File: src/rtl/debounce_pkg.sv
// Shared types and elaboration helpers for the push-button debouncer.
package debounce_pkg;

  typedef enum logic {
    ST_OPEN   = 1'b0,
    ST_CLOSED = 1'b1
  } deb_state_t;

  function automatic int ms_to_cycles(int clk_freq, int ms);
    return clk_freq / 1000 * ms;
  endfunction

  function automatic int cnt_width(int max);
    return (max < 1) ? 1 : $clog2(max + 1);
  endfunction

endpackage

File: src/rtl/button_debouncer_n_if.sv
// Front-panel button bus: raw buttons in, conditioned level and pulses out.
interface button_debouncer_n_if #(
  parameter int NUM_CH = 4
) ();

  // "release" is a reserved word, so the falling-edge pulse is named released
  logic [NUM_CH-1:0] button;
  logic [NUM_CH-1:0] level;
  logic [NUM_CH-1:0] press;
  logic [NUM_CH-1:0] released;
  logic [NUM_CH-1:0] long_press;

  modport master (
    output button,
    input  level,
    input  press,
    input  released,
    input  long_press
  );

  modport slave (
    input  button,
    output level,
    output press,
    output released,
    output long_press
  );

endinterface

File: src/rtl/debounce_channel.sv
// One button channel: synchroniser, symmetric debounce and long-press timer.
//   state     | meaning
//   ST_OPEN   | debounced level is 0 (button up)
//   ST_CLOSED | debounced level is 1 (button down)
module debounce_channel
  import debounce_pkg::*;
#(
  parameter int STABLE_CYC  = 8,
  parameter int HOLD_CYC    = 20,
  parameter int SYNC_STAGES = 2
) (
  input  logic clk,
  input  logic rst,
  input  logic button,
  output logic level,
  output logic press,
  output logic released,
  output logic long_press
);

  localparam int CW = cnt_width(STABLE_CYC);
  localparam logic [CW-1:0] CNT_TC = CW'(STABLE_CYC - 1);

  logic [SYNC_STAGES-1:0] sync_q;
  logic                   s;
  deb_state_t             state_q, state_d;
  logic [CW-1:0]          cnt_q, cnt_d;
  logic                   press_q, press_d;
  logic                   rel_q, rel_d;

  always_ff @(posedge clk or posedge rst) begin
    if (rst) sync_q <= '0;
    else     sync_q <= {sync_q[SYNC_STAGES-2:0], button};
  end

  assign s = sync_q[SYNC_STAGES-1];

  always_ff @(posedge clk or posedge rst) begin
    if (rst) begin
      state_q <= ST_OPEN;
      cnt_q   <= '0;
      press_q <= 1'b0;
      rel_q   <= 1'b0;
    end else begin
      state_q <= state_d;
      cnt_q   <= cnt_d;
      press_q <= press_d;
      rel_q   <= rel_d;
    end
  end

  // Any sample equal to the current level throws away the accumulated count.
  always_comb begin
    state_d = state_q;
    cnt_d   = '0;
    press_d = 1'b0;
    rel_d   = 1'b0;
    if (s != level) begin
      if (cnt_q == CNT_TC) begin
        state_d = s ? ST_CLOSED : ST_OPEN;
        press_d = s;
        rel_d   = ~s;
      end else begin
        cnt_d = cnt_q + 1'b1;
      end
    end
  end

  assign level    = (state_q == ST_CLOSED);
  assign press    = press_q;
  assign released = rel_q;

  generate
    if (HOLD_CYC > 0) begin : g_hold
      localparam int HW = cnt_width(HOLD_CYC);
      localparam logic [HW-1:0] HOLD_MAX = HW'(HOLD_CYC);
      localparam logic [HW-1:0] HOLD_PRE = HW'(HOLD_CYC - 1);

      logic [HW-1:0] hcnt_q;
      logic          long_q;

      // hcnt is 0 in the press cycle, so it reaches HOLD_CYC that many cycles later
      always_ff @(posedge clk or posedge rst) begin
        if (rst) begin
          hcnt_q <= '0;
          long_q <= 1'b0;
        end else begin
          long_q <= level && (hcnt_q == HOLD_PRE);
          if (!level)                  hcnt_q <= '0;
          else if (hcnt_q != HOLD_MAX) hcnt_q <= hcnt_q + 1'b1;
        end
      end

      assign long_press = long_q;
    end else begin : g_no_hold
      assign long_press = 1'b0;
    end
  endgenerate

endmodule

File: src/rtl/button_debouncer_n.sv
// Multi-channel push-button conditioner: one independent debounce_channel per button.
module button_debouncer_n
  import debounce_pkg::*;
#(
  parameter int NUM_CH      = 4,
  parameter int CLK_FREQ    = 50_000_000,
  parameter int STABLE_MS   = 10,
  parameter int HOLD_MS     = 1000,
  parameter int SYNC_STAGES = 2
) (
  input logic                clk,
  input logic                rst,
  button_debouncer_n_if.slave bus
);

  localparam int STABLE_CYC = ms_to_cycles(CLK_FREQ, STABLE_MS);
  localparam int HOLD_CYC   = ms_to_cycles(CLK_FREQ, HOLD_MS);

  generate
    if (NUM_CH < 1) begin : g_chk_ch
      $error("button_debouncer_n: NUM_CH must be at least 1");
    end
    if (STABLE_CYC < 1) begin : g_chk_stable
      $error("button_debouncer_n: STABLE_CYC must be at least 1");
    end
    if (HOLD_CYC < 0) begin : g_chk_hold
      $error("button_debouncer_n: HOLD_CYC must not be negative");
    end
    if (SYNC_STAGES < 2) begin : g_chk_sync
      $error("button_debouncer_n: SYNC_STAGES must be at least 2");
    end
  endgenerate

  logic [NUM_CH-1:0] level_v, press_v, rel_v, long_v;

  generate
    for (genvar i = 0; i < NUM_CH; i++) begin : g_ch
      debounce_channel #(
        .STABLE_CYC  (STABLE_CYC),
        .HOLD_CYC    (HOLD_CYC),
        .SYNC_STAGES (SYNC_STAGES)
      ) u_ch (
        .clk        (clk),
        .rst        (rst),
        .button     (bus.button[i]),
        .level      (level_v[i]),
        .press      (press_v[i]),
        .released   (rel_v[i]),
        .long_press (long_v[i])
      );
    end
  endgenerate

  assign bus.level      = level_v;
  assign bus.press      = press_v;
  assign bus.released   = rel_v;
  assign bus.long_press = long_v;

endmodule

File: src/flat_wrapper.sv
// flat-port wrapper written by rule: the top's interface ports become plain ports
module button_debouncer_n_flat import debounce_pkg::*;
#(
  parameter int NUM_CH      = 4,
  parameter int CLK_FREQ    = 50_000_000,
  parameter int STABLE_MS   = 10,
  parameter int HOLD_MS     = 1000,
  parameter int SYNC_STAGES = 2
)
  (clk, rst, bus_button, bus_level, bus_press, bus_released, bus_long_press);
  button_debouncer_n_if #(.NUM_CH(NUM_CH)) bus_i ();
  input logic clk;
  input logic rst;
  input wire logic [$bits(bus_i.button)-1:0] bus_button;
  output wire logic [$bits(bus_i.level)-1:0] bus_level;
  output wire logic [$bits(bus_i.press)-1:0] bus_press;
  output wire logic [$bits(bus_i.released)-1:0] bus_released;
  output wire logic [$bits(bus_i.long_press)-1:0] bus_long_press;
  assign bus_i.button = bus_button;
  assign bus_level = bus_i.level;
  assign bus_press = bus_i.press;
  assign bus_released = bus_i.released;
  assign bus_long_press = bus_i.long_press;
  button_debouncer_n #(.NUM_CH(NUM_CH), .CLK_FREQ(CLK_FREQ), .STABLE_MS(STABLE_MS), .HOLD_MS(HOLD_MS), .SYNC_STAGES(SYNC_STAGES)) u_core (.clk(clk), .rst(rst), .bus(bus_i));
endmodule
File: config.mk
export PLATFORM = sky130hd
export DESIGN_NAME = button_debouncer_n_flat
export DESIGN_NICKNAME = d
export VERILOG_FILES = /design/src/rtl/debounce_pkg.sv /design/src/rtl/button_debouncer_n_if.sv /design/src/rtl/debounce_channel.sv /design/src/rtl/button_debouncer_n.sv /design/src/flat_wrapper.sv
export SDC_FILE = /design/constraint.sdc
export NUM_CORES = 1
export LEC_CHECK = 0
export ABC_AREA = 0
export BUFFER_PORTS_ARGS = -buffer_cell sky130_fd_sc_hd__buf_2
export CAP_MARGIN = 20
export CORE_UTILIZATION = 55
export DETAILED_ROUTE_END_ITERATION = 7
export PLACE_DENSITY = 0.77
export SYNTH_ARGS = -nofsm -noshare
export SYNTH_HDL_FRONTEND = slang
export SYNTH_SLANG_ARGS = --single-unit
File: constraint.sdc
create_clock -name clk -period 7.2 [get_ports clk]
set_input_delay 0 -clock clk [delete_from_list [all_inputs] [get_ports clk]]
set_output_delay 0 -clock clk [all_outputs]
set_load 0.02 [all_outputs]
After elaboration in Yosys (flattened, before gate mapping)
Cells that the tools add are included.
- flip-flop bits (word level): 204
- input bits: 6
- output and inout port bits: 16
- add/subtract/negate cells: 8
- eq/ne operators: 20
- mux-type cells: 36
- bitwise operators: 4
- reduce and logical (&&, ||, !) cells: 8
- operator list (kind ; count):
    26-bit two-way mux ; 8
    19-bit two-way mux ; 8
    26-bit by 1-bit adder with 26-bit output, second input constant ; 4
    26-bit == test, second input constant ; 4
    26-bit inequality test, second input constant ; 4
    19-bit by 1-bit adder with 19-bit output, second input constant ; 4
    19-bit == test, second input constant ; 4
    1-bit two-way mux ; 20
    2-bit by 1-bit inequality test with 1-bit output, second input constant ; 4
    2-bit AND reduction ; 4
    1-bit logical AND ; 4
    1-bit inequality test ; 4
    1-bit inverter ; 4

Logic depth before layout (Yosys ltp)
Gate-level depths: netlist of the first run.
- depth after elaboration: 3
- gate-level depth with buffers: 7
- mapped depth without buffers: 6

By module
A second synthesis of the first run with hierarchy kept.
- cell total of the unflattened synthesis: 1076
- area, all modules: 10328.7 µm²
- modules (own cells, without submodules) (module ; instances ; cells an instance ; area each (µm²) ; seq. area each (µm²)):
    debounce_channel at u_core.g_ch[0].u_ch ... ; 3 ; 268 ; 2572.5 ; 1276.2
    debounce_channel at u_core.g_ch[1].u_ch ; 1 ; 272 ; 2611.3 ; 1276.2

Least setup slack after synthesis of the first run
No wires, ideal clock.
- kind: register to register
- start: register u_core.g_ch[0].u_ch.cnt_q[11]
- end: register u_core.g_ch[0].u_ch.state_q
- library setup time: 0.125 ns
- arrival time: 1.964 ns
- required time: 7.075 ns
- setup slack: 5.111 ns
- stages on the path, launching flop included: 5
- path buffers: 0
- path through: dfrtp_1 -> or4bb_1 -> or4_1 -> or2_4 -> mux2_4
- longest elaborated chain between the ends: 2
- ends and longest elaborated chain (what ; line ; RTL):
    from (decl) ; debounce_channel.sv:27 ; logic [CW-1:0] cnt_q, cnt_d;
    from (signal assigned) ; debounce_channel.sv:46 ; cnt_q <= cnt_d;
    19-bit == test ; debounce_channel.sv:59 ; if (cnt_q == CNT_TC) begin
    2-bit AND reduction (no line) ; - ;
    to (signal assigned) ; debounce_channel.sv:45 ; state_q <= state_d;
    to (decl) ; debounce_channel.sv:26 ; deb_state_t state_q, state_d;
Every way passes these cells.
A chain may end at the register's enable or synchronous reset.

Worst setup path in the final report of the first run
- start: register u_core.g_ch[0].u_ch.cnt_q[11]
- end: register u_core.g_ch[0].u_ch.cnt_q[3]
- longest elaborated chain between the ends: 3
- ends and longest elaborated chain (what ; line ; RTL):
    19-bit == test ; debounce_channel.sv:59 ;
    19-bit two-way mux ; debounce_channel.sv:59 ;
    19-bit two-way mux ; debounce_channel.sv:58 ; if (s != level) begin
    net u_core.g_ch[0].u_ch.cnt_d[3] ; debounce_channel.sv:27 ;
The timed path passes the listed nets, and every way through them passes these cells.

==> metrics.md, run 1 <==
| Metric | Value |
|---|---|
| Run status | `complete, but fails checks` |
| Failing checks | `DRC` |
| Final Hold Vio Count | `0` |
| Routed met1 length | `9210 um` |
| Switching pwr | `0.489 mW` |
| Count of synthesis-stage warnings from yosys | `0` |
| FF/Latch Area | `between 5000 and 6000 sq um` |
| Core Footprint | `roughly 18,000 sq um` |
| Sequential power share | `0.460` |
| Met3 layer wire length in the routed design | `between 600 and 700 um` |
| Total number of vias | `7,828` |
| Synth unique cells | `51` |
| Register-to-register setup slack | `4.84 ns` |
| Worst-Skew Late Latency | `approximately 0.5 ns` |
| Kind of end point of the critical path | `flip-flop` |
| Max rail drop VDD | `0.000204 V` |
| Async SR Flop Fraction | `1.00` |
| Number of enable flip-flop cells after synthesis | `0` |
| Gp weighted congestion | `0.821` |
| Layout Area Growth over Synthesis | `10.5%` |
| Nets@finish | `1,087` |
| Topmost layer with routed signal wires | `met4` |
| I/O pin count | `22` |
| Routed wire per std cell | `roughly 15 um` |
| Summed instance area of the synthesized netlist | `10,300 sq um` |
| Synth Area per Inst | `between 9 and 10 sq um` |
| Per-cell via count in the routed design | `5.96` |
| Share of the cycle needed by the critical path after routing | `0.327` |
| Synth Net Count | `1,088` |
| Clk Tree Root Cell | `sky130_fd_sc_hd__clkbuf_16` |
| Count of TritonRoute iterations in the first routing pass | `6` |
| Final Routed Wirelength | `19,400 um` |
| Kind of start point of the critical path | `flip-flop` |
| H-tree depth reported by CTS | `1` |
| I/O Buffers | `21` |
| Fraction of layout cells with a size suffix above 1 | `0.0802` |
| DRC violation count after routing | `2` |
| Via count of the first global-routing pass | `7,534` |
| Arrival time at the worst endpoint | `roughly 2.7 ns` |
| Setup repair after global routing missed its margin | `false` |
| Required time worst endpoint | `about 7.6 ns` |
| Count of standard-cell rows | `slightly below 50` |
| Number of synthesized register bits | `204` |
| Final number of setup-violating endpoints | `0` |
| # fillers | `1,495` |
| Final-layout setup total negative slack | `0 ns` |
| Total CTS buffers | `22` |
| Pins over their slew limit | `0` |
| Multi-input gate area | `~4800 sq um` |
| GRT Overall Usage | `0.207` |
| Overall die width | `139 um` |
| Number of antenna violations at the first check in global routing | `0` |
| Remaining global-route overflow | `0` |
| Number of instances resized during post-cts repair | `0` |
| Antenna-violating nets left | `0` |
| Worst min-delay path category | `in -> reg` |
| Fin crit period | `2.36 ns` |
| Sequential cell area fraction in the yosys report | `0.494` |
| Number of DRC violations after detailed-routing iteration 0 | `489` |
| Crit path max fanout | `17` |
| Setup Skew | `0.00696 ns` |
| Die extent in y | `139 um` |
| Cell-internal power | `roughly 2.0 mW` |
| Switching part of the total power | `0.194` |
| Top flip-flop cell by instance count after synthesis | `sky130_fd_sc_hd__dfrtp_1` |
| DIE AREA | `slightly below 20,000 sq um` |
| Maximum number of pins on one net before global-route repair | `127` |
| Clock network fraction of total power | `0.522` |
| DP Wirelength | `12,400 um` |
| Maximum achievable frequency | `0.424 GHz` |
| Number of antenna repair diodes | `0` |
| Worst path setup slack after routing | `4.84 ns` |
| First-pass GRT wire length | `34,200 um` |
| Power Dens Cells | `about 220 nW/um^2` |
| Clock buffer depth | `3` |
| Number of sinks handled by clock tree synthesis | `~200` |
| Slew margin rel. | `0.371` |
| Logic pwr share | `0.018` |
| Clock Pin Slew Worst Setup and Hold Paths | `0.06 ns` |
| Pre-CTS setup slack | `4.86 ns` |
| Cell leakage power | `4.42 nW` |
| Tightest Pin Transition | `0.934 ns` |
| Detail Route met2 WL | `9290 um` |
| Initial core utilization | `0.567` |
| Maximum capacitance violations | `0` |
| Mapped Cells | `1,070` |
| Clock tree from TritonCTS | `built` |
| Crit Path Category | `reg -> reg` |
[sequential cells by signal, summed over array words and instances (netlist names)]
signal,cells
u_core.g_ch.u_ch.released,4
u_core.g_ch.u_ch.cnt_q,76
u_core.g_ch.u_ch.level,4
u_core.g_ch.u_ch.long_press,4
u_core.g_ch.u_ch.g_hold.hcnt_q,104
u_core.g_ch.u_ch.press,4
u_core.g_ch.u_ch.sync_q,8
[what timing repair did]
action,in CTS,in global routing
buffers inserted,0,0
hold buffers,5,0
hold endpoints to repair,129,0
[stage by stage]
step	instances	utilization	hold WS, ns	cell area [sq um]	total power, mW
2_1_floorplan	1070	-	0.0314	10300	1.21
3_3_place_gp	1266	0.574	0.108	10400	1.23
3_5_place_dp	1266	0.574	0.110	10400	1.23
4_1_cts	1311	0.624	0.123	11400	2.56
5_1_grt	1314	0.627	0.150	11400	2.61
6_report	1314	0.627	0.157	11400	2.53
[layout by cell type (no fill, tap or decap), types with 10 or more instances in the layout]
cell type	count
sky130_fd_sc_hd__a21oi_1	67
sky130_fd_sc_hd__and3_1	24
sky130_fd_sc_hd__and4_1	19
sky130_fd_sc_hd__buf_2	21
sky130_fd_sc_hd__clkbuf_16	23
sky130_fd_sc_hd__dfrtp_1	204
sky130_fd_sc_hd__ha_1	12
sky130_fd_sc_hd__inv_1	28
sky130_fd_sc_hd__mux2i_1	13
sky130_fd_sc_hd__nand2_1	75
sky130_fd_sc_hd__nand2b_1	10
sky130_fd_sc_hd__nand3_1	81
sky130_fd_sc_hd__nand4_1	40
sky130_fd_sc_hd__nor2_1	102
sky130_fd_sc_hd__nor3_1	26
sky130_fd_sc_hd__nor4_1	24
sky130_fd_sc_hd__o21ai_0	32
sky130_fd_sc_hd__o31ai_1	33
sky130_fd_sc_hd__or3_1	31
sky130_fd_sc_hd__or4_1	42
sky130_fd_sc_hd__xnor2_1	48
sky130_fd_sc_hd__xor2_1	45
[path summary, 6_finish.rpt]
| path | start | end | depth (start not counted) |
|---|---|---|---|
| worst max-delay path | u_core.g_ch[0].u_ch.cnt_q[11]$_DFF_PP0_ | u_core.g_ch[0].u_ch.cnt_q[3]$_DFF_PP0_ | 4 |
| worst min-delay path | bus_button[1] | u_core.g_ch[1].u_ch.sync_q[0]$_DFF_PP0_ | 2 |
| worst max register to register | u_core.g_ch[0].u_ch.cnt_q[11]$_DFF_PP0_ | u_core.g_ch[0].u_ch.cnt_q[3]$_DFF_PP0_ | 4 |
| worst min register to register | u_core.g_ch[0].u_ch.sync_q[0]$_DFF_PP0_ | u_core.g_ch[0].u_ch.sync_q[1]$_DFF_PP0_ | 0 |
| max in group asynchronous | rst | u_core.g_ch[2].u_ch.g_hold.hcnt_q[25]$_DFFE_PP0P_ | 5 |
| min in group asynchronous | rst | u_core.g_ch[0].u_ch.g_hold.hcnt_q[6]$_DFFE_PP0P_ | 3 |
[cells in the mapped netlist (all sizes together), types with 29 or more instances]
| master | count | area share |
|---|---|---|
| nand4 | 42 | 0.028 |
| clkbuf | 34 | 0.013 |
| nand2 | 75 | 0.027 |
| dfrtp | 204 | 0.49 |
| a21oi | 67 | 0.032 |
| inv | 29 | 0.011 |
| xnor2 | 48 | 0.041 |
| nor2 | 102 | 0.037 |
| xor2 | 45 | 0.038 |
| or4 | 43 | 0.032 |
| o21ai | 34 | 0.017 |
| or3 | 35 | 0.022 |
| nand3 | 81 | 0.039 |
| o31ai | 34 | 0.025 |
[area by class of cell]
type                            count  area share
Multi-Input combinational cell    781       0.423
Timing Repair Buffer               30      0.0180
Clock inverter                     12      0.0206
Tap cell                          229      0.0251
Inverter                           30      0.0105
Clock buffer                       28      0.0556
Sequential cell                   204       0.447
[worst max-delay path, cell delays in order (launching register included)]
cell and delay (ns):
sky130_fd_sc_hd__dfrtp_1 0.44, sky130_fd_sc_hd__or4bb_1 0.49, sky130_fd_sc_hd__or4_1 0.57, sky130_fd_sc_hd__o21ai_2 0.58, sky130_fd_sc_hd__nor2_1 0.13
[power groups by stage]
stage	clock [mW]	sequential [mW]	combinational (mW)
4_1_cts	1.35	1.16	0.0464
3_5_place_dp	0	1.18	0.0441
5_1_grt	1.39	1.16	0.0555
6_report	1.32	1.16	0.0466
3_3_place_gp	0	1.18	0.0438
2_1_floorplan	0	1.18	0.0321
[metal layers]
metal,up-vias,GRT usage
li1,3862,-
met1,3830,0.282
met2,114,0.353
met3,22,0.0287
met4,0,0.0450
met5,-,0
[kinds of logic (layout without fill, tap and decap cells)]
group,Yosys count,after routing,share of synthesized area
XOR/XNOR,93,93,0.0789
flip-flops,204,204,0.494
multiplexers,18,18,0.0184
AND/OR/NAND/NOR,517,517,0.276
buffers and inverters,85,100,0.0389
AO/OA/AOI/OAI,141,141,0.0786
adder cells (fa/ha/maj),12,12,0.0145
Note: power is estimated with default switching activity, not from simulation.
==> run 2, diff against run 1 <==
--- a/config.mk
+++ b/config.mk
@@ -10,7 +10,7 @@
 export CAP_MARGIN = 20
 export CORE_UTILIZATION = 55
 export DETAILED_ROUTE_END_ITERATION = 7
-export PLACE_DENSITY = 0.77
+export PLACE_DENSITY = 0.8
 export SYNTH_ARGS = -nofsm -noshare
 export SYNTH_HDL_FRONTEND = slang
 export SYNTH_SLANG_ARGS = --single-unit
==> constraint.sdc (replaced) <==
create_clock -name clk -period 1.9 [get_ports clk]
set_input_delay 0 -clock clk [delete_from_list [all_inputs] [get_ports clk]]
set_output_delay 0 -clock clk [all_outputs]
set_load 0.02 [all_outputs]
==> run 2 against run 1 <==
The flow finishes with violations (setup timing); die area stayed put; sequential power increased to 3.8 times the previous value; final area grew 9.0%; sequential cell count is the same; routed wire length up 12%; final cell count is 8.1% higher; sequential share of layout area is 3.7 points lower; fmax rose by 12%.
==> metrics.md, run 2 (synthesized netlist as in run 1, its figures left out) <==
| Metric | Value |
|---|---|
| Run status | `complete, but fails checks` |
| Failing checks | `setup timing` |
| DP Wirelength | `~14,000 um` |
| Antenna-violating nets left | `0` |
| Clk Tree Root Cell | `sky130_fd_sc_hd__clkbuf_16` |
| Worst min-delay path category | `in -> reg` |
| Total number of vias | `8,456` |
| Per-cell via count in the routed design | `5.95` |
| DIE AREA | `19,300 sq um` |
| Maximum capacitance violations | `0` |
| Switching pwr | `about 1.9 mW` |
| Arrival time at the worst endpoint | `2.49 ns` |
| Clock network fraction of total power | `0.527` |
| Number of antenna violations at the first check in global routing | `0` |
| Routed wire per std cell | `15.3 um` |
| Via count of the first global-routing pass | `8,337` |
| Clock tree from TritonCTS | `built` |
| # fillers | `1,372` |
| Setup Skew | `roughly 0.007 ns` |
| Max rail drop VDD | `between 0.0006 and 0.0007 V` |
| Logic pwr share | `0.020` |
| Critical-path cell with the highest stage delay | `sky130_fd_sc_hd__or4_4` |
| Register name with the most flops | `u_core.g_ch.u_ch.g_hold.hcnt_q` |
| Power Dens Cells | `783 nW/um^2` |
| Number of flip-flops in the largest register | `between 100 and 150` |
| Initial core utilization | `0.567` |
| Register-to-register setup slack | `-0.20 ns` |
| Kind of end point of the critical path | `flip-flop` |
| I/O pin count | `22` |
| Worst-Skew Late Latency | `0.50 ns` |
| Cell-by-cell trace of the critical path | `or4bb_1 > or4_4 > or2_4 > mux2_4` |
| Core Footprint | `18,200 sq um` |
| Final Routed Wirelength | `21,800 um` |
| Maximum achievable frequency | `0.475 GHz` |
| Layout Area Growth over Synthesis | `20.5%` |
| Count of standard-cell rows | `49` |
| Cell leakage power | `4.96 nW` |
| Clock Pin Slew Worst Setup and Hold Paths | `0.06 ns` |
| Switching part of the total power | `0.200` |
| Clock buffer depth | `3` |
| First-pass GRT wire length | `between 30,000 and 40,000 um` |
| Fraction of layout cells with a size suffix above 1 | `0.196` |
| I/O Buffers | `21` |
| Setup repair after global routing missed its margin | `true` |
| Cell-internal power | `between 7 and 8 mW` |
| Most frequent standard cell in the layout excluding fill and tap cells | `sky130_fd_sc_hd__dfrtp_1` |
| Remaining global-route overflow | `0` |
| Gp weighted congestion | `0.898` |
| Worst path setup slack after routing | `-0.204 ns` |
| Crit path max fanout | `3` |
| Fin crit period | `~2.1 ns` |
| H-tree depth reported by CTS | `1` |
| Kind of start point of the critical path | `flip-flop` |
| Number of antenna repair diodes | `0` |
| Total CTS buffers | `23` |
| Final-layout setup total negative slack | `-1.10 ns` |
| Number of DRC violations after detailed-routing iteration 0 | `496` |
| Overall die width | `139 um` |
| Tightest Pin Transition | `about 0.64 ns` |
| Final Hold Vio Count | `0` |
| Slew margin rel. | `0.576` |
| Maximum number of pins on one net before global-route repair | `116` |
| DRC violation count after routing | `0` |
| Share of the cycle needed by the critical path after routing | `1.11` |
| Die extent in y | `139 um` |
| GRT Overall Usage | `0.232` |
| Number of sinks handled by clock tree synthesis | `204` |
| Crit Path Category | `reg -> reg` |
| Sequential power share | `0.452` |
| Count of TritonRoute iterations in the first routing pass | `7` |
| Final number of setup-violating endpoints | `21` |
| Slowest cell delay on critical path | `0.57 ns` |
| Nets@finish | `1,193` |
| Required time worst endpoint | `2.29 ns` |
| Pins over their slew limit | `0` |
| Biggest registers after layout | `u_core.g_ch.u_ch.g_hold.hcnt_q: 104 flops, u_core.g_ch.u_ch.cnt_q: 76 flops, u_core.g_ch.u_ch.sync_q: 8 flops` |
| Highest-count cells in the layout ignoring fill and taps | `202 x sky130_fd_sc_hd__dfrtp_1, 102 x sky130_fd_sc_hd__buf_4, 101 x sky130_fd_sc_hd__nor2_1, 80 x sky130_fd_sc_hd__nand3_1, 72 x sky130_fd_sc_hd__nand2_1` |
| Final Hold Slack | `0.130 ns` |
run 2: path summary, 6_finish.rpt:
kind,from,to,cells after the start
setup / recovery,u_core.g_ch[0].u_ch.cnt_q[11]$_DFF_PP0_,u_core.g_ch[0].u_ch.level$_DFFE_PP0P_,4
hold / removal,bus_button[0],u_core.g_ch[0].u_ch.sync_q[0]$_DFF_PP0_,2
setup reg to reg,u_core.g_ch[0].u_ch.cnt_q[11]$_DFF_PP0_,u_core.g_ch[0].u_ch.level$_DFFE_PP0P_,4
hold reg to reg,u_core.g_ch[1].u_ch.sync_q[0]$_DFF_PP0_,u_core.g_ch[1].u_ch.sync_q[1]$_DFF_PP0_,0
max in group asynchronous,rst,u_core.g_ch[1].u_ch.g_hold.hcnt_q[0]$_DFFE_PP0P_,4
min in group asynchronous,rst,u_core.g_ch[3].u_ch.g_hold.hcnt_q[25]$_DFFE_PP0P_,4
run 2: critical path, delay by kind of cell (launching register included):
kind          cells  cell delay, ns
mux               1            0.29
simple gates      3            1.33
flops             1            0.37
run 2: layout make-up:
| class | instances | area (sq um) | share of cell area |
|---|---|---|---|
| sequential | 204 | 5110 | 0.411 |
| multi-input combinational | 781 | 5010 | 0.403 |
| timing repair buffer | 135 | 1030 | 0.0825 |
| clock buffer | 30 | 652 | 0.0524 |
| tap | 229 | 287 | 0.0230 |
| clock inverter | 11 | 235 | 0.0189 |
| inverter | 30 | 116 | 0.00936 |
run 2: what timing repair did:
item,4_1_cts,5_1_grt
pin swaps,2,19
gates resized for setup,1,42
endpoints found under the setup margin,23,73
buffers inserted,1,12
hold buffers,5,0
hold endpoints to repair,208,0
run 2: through the flow:
stage                     area [sq um]  worst slack [ns]  std cells  utilization  power (mW)
after floorplan                  10400            -0.744       1070            -        4.60
after global placement           11200            -0.192       1361        0.617        4.67
after detailed placement         11200            -0.207       1361        0.617        4.67
after CTS                        12200            -0.205       1408        0.669        9.81
after global routing             12400            -0.244       1420        0.683        10.0
final                            12400            -0.204       1420        0.683        9.74
run 2: power groups by stage:
stage / clock network (mW) / registers (mW) / logic [mW]
global placement: 0 / 4.48 / 0.188
detailed placement: 0 / 4.48 / 0.192
finish: 5.14 / 4.41 / 0.197
global route: 5.37 / 4.41 / 0.228
CTS: 5.20 / 4.40 / 0.201
floorplan: 0 / 4.48 / 0.125
run 2: per-layer routing:
metal / vias up / global-route usage / wire (um)
met4: 0 / 0.0561 / 382
li1: 4067 / - / -
met3: 32 / 0.0280 / 664
met5: - / 0 / 0
met1: 4206 / 0.309 / 9890
met2: 151 / 0.403 / 10800
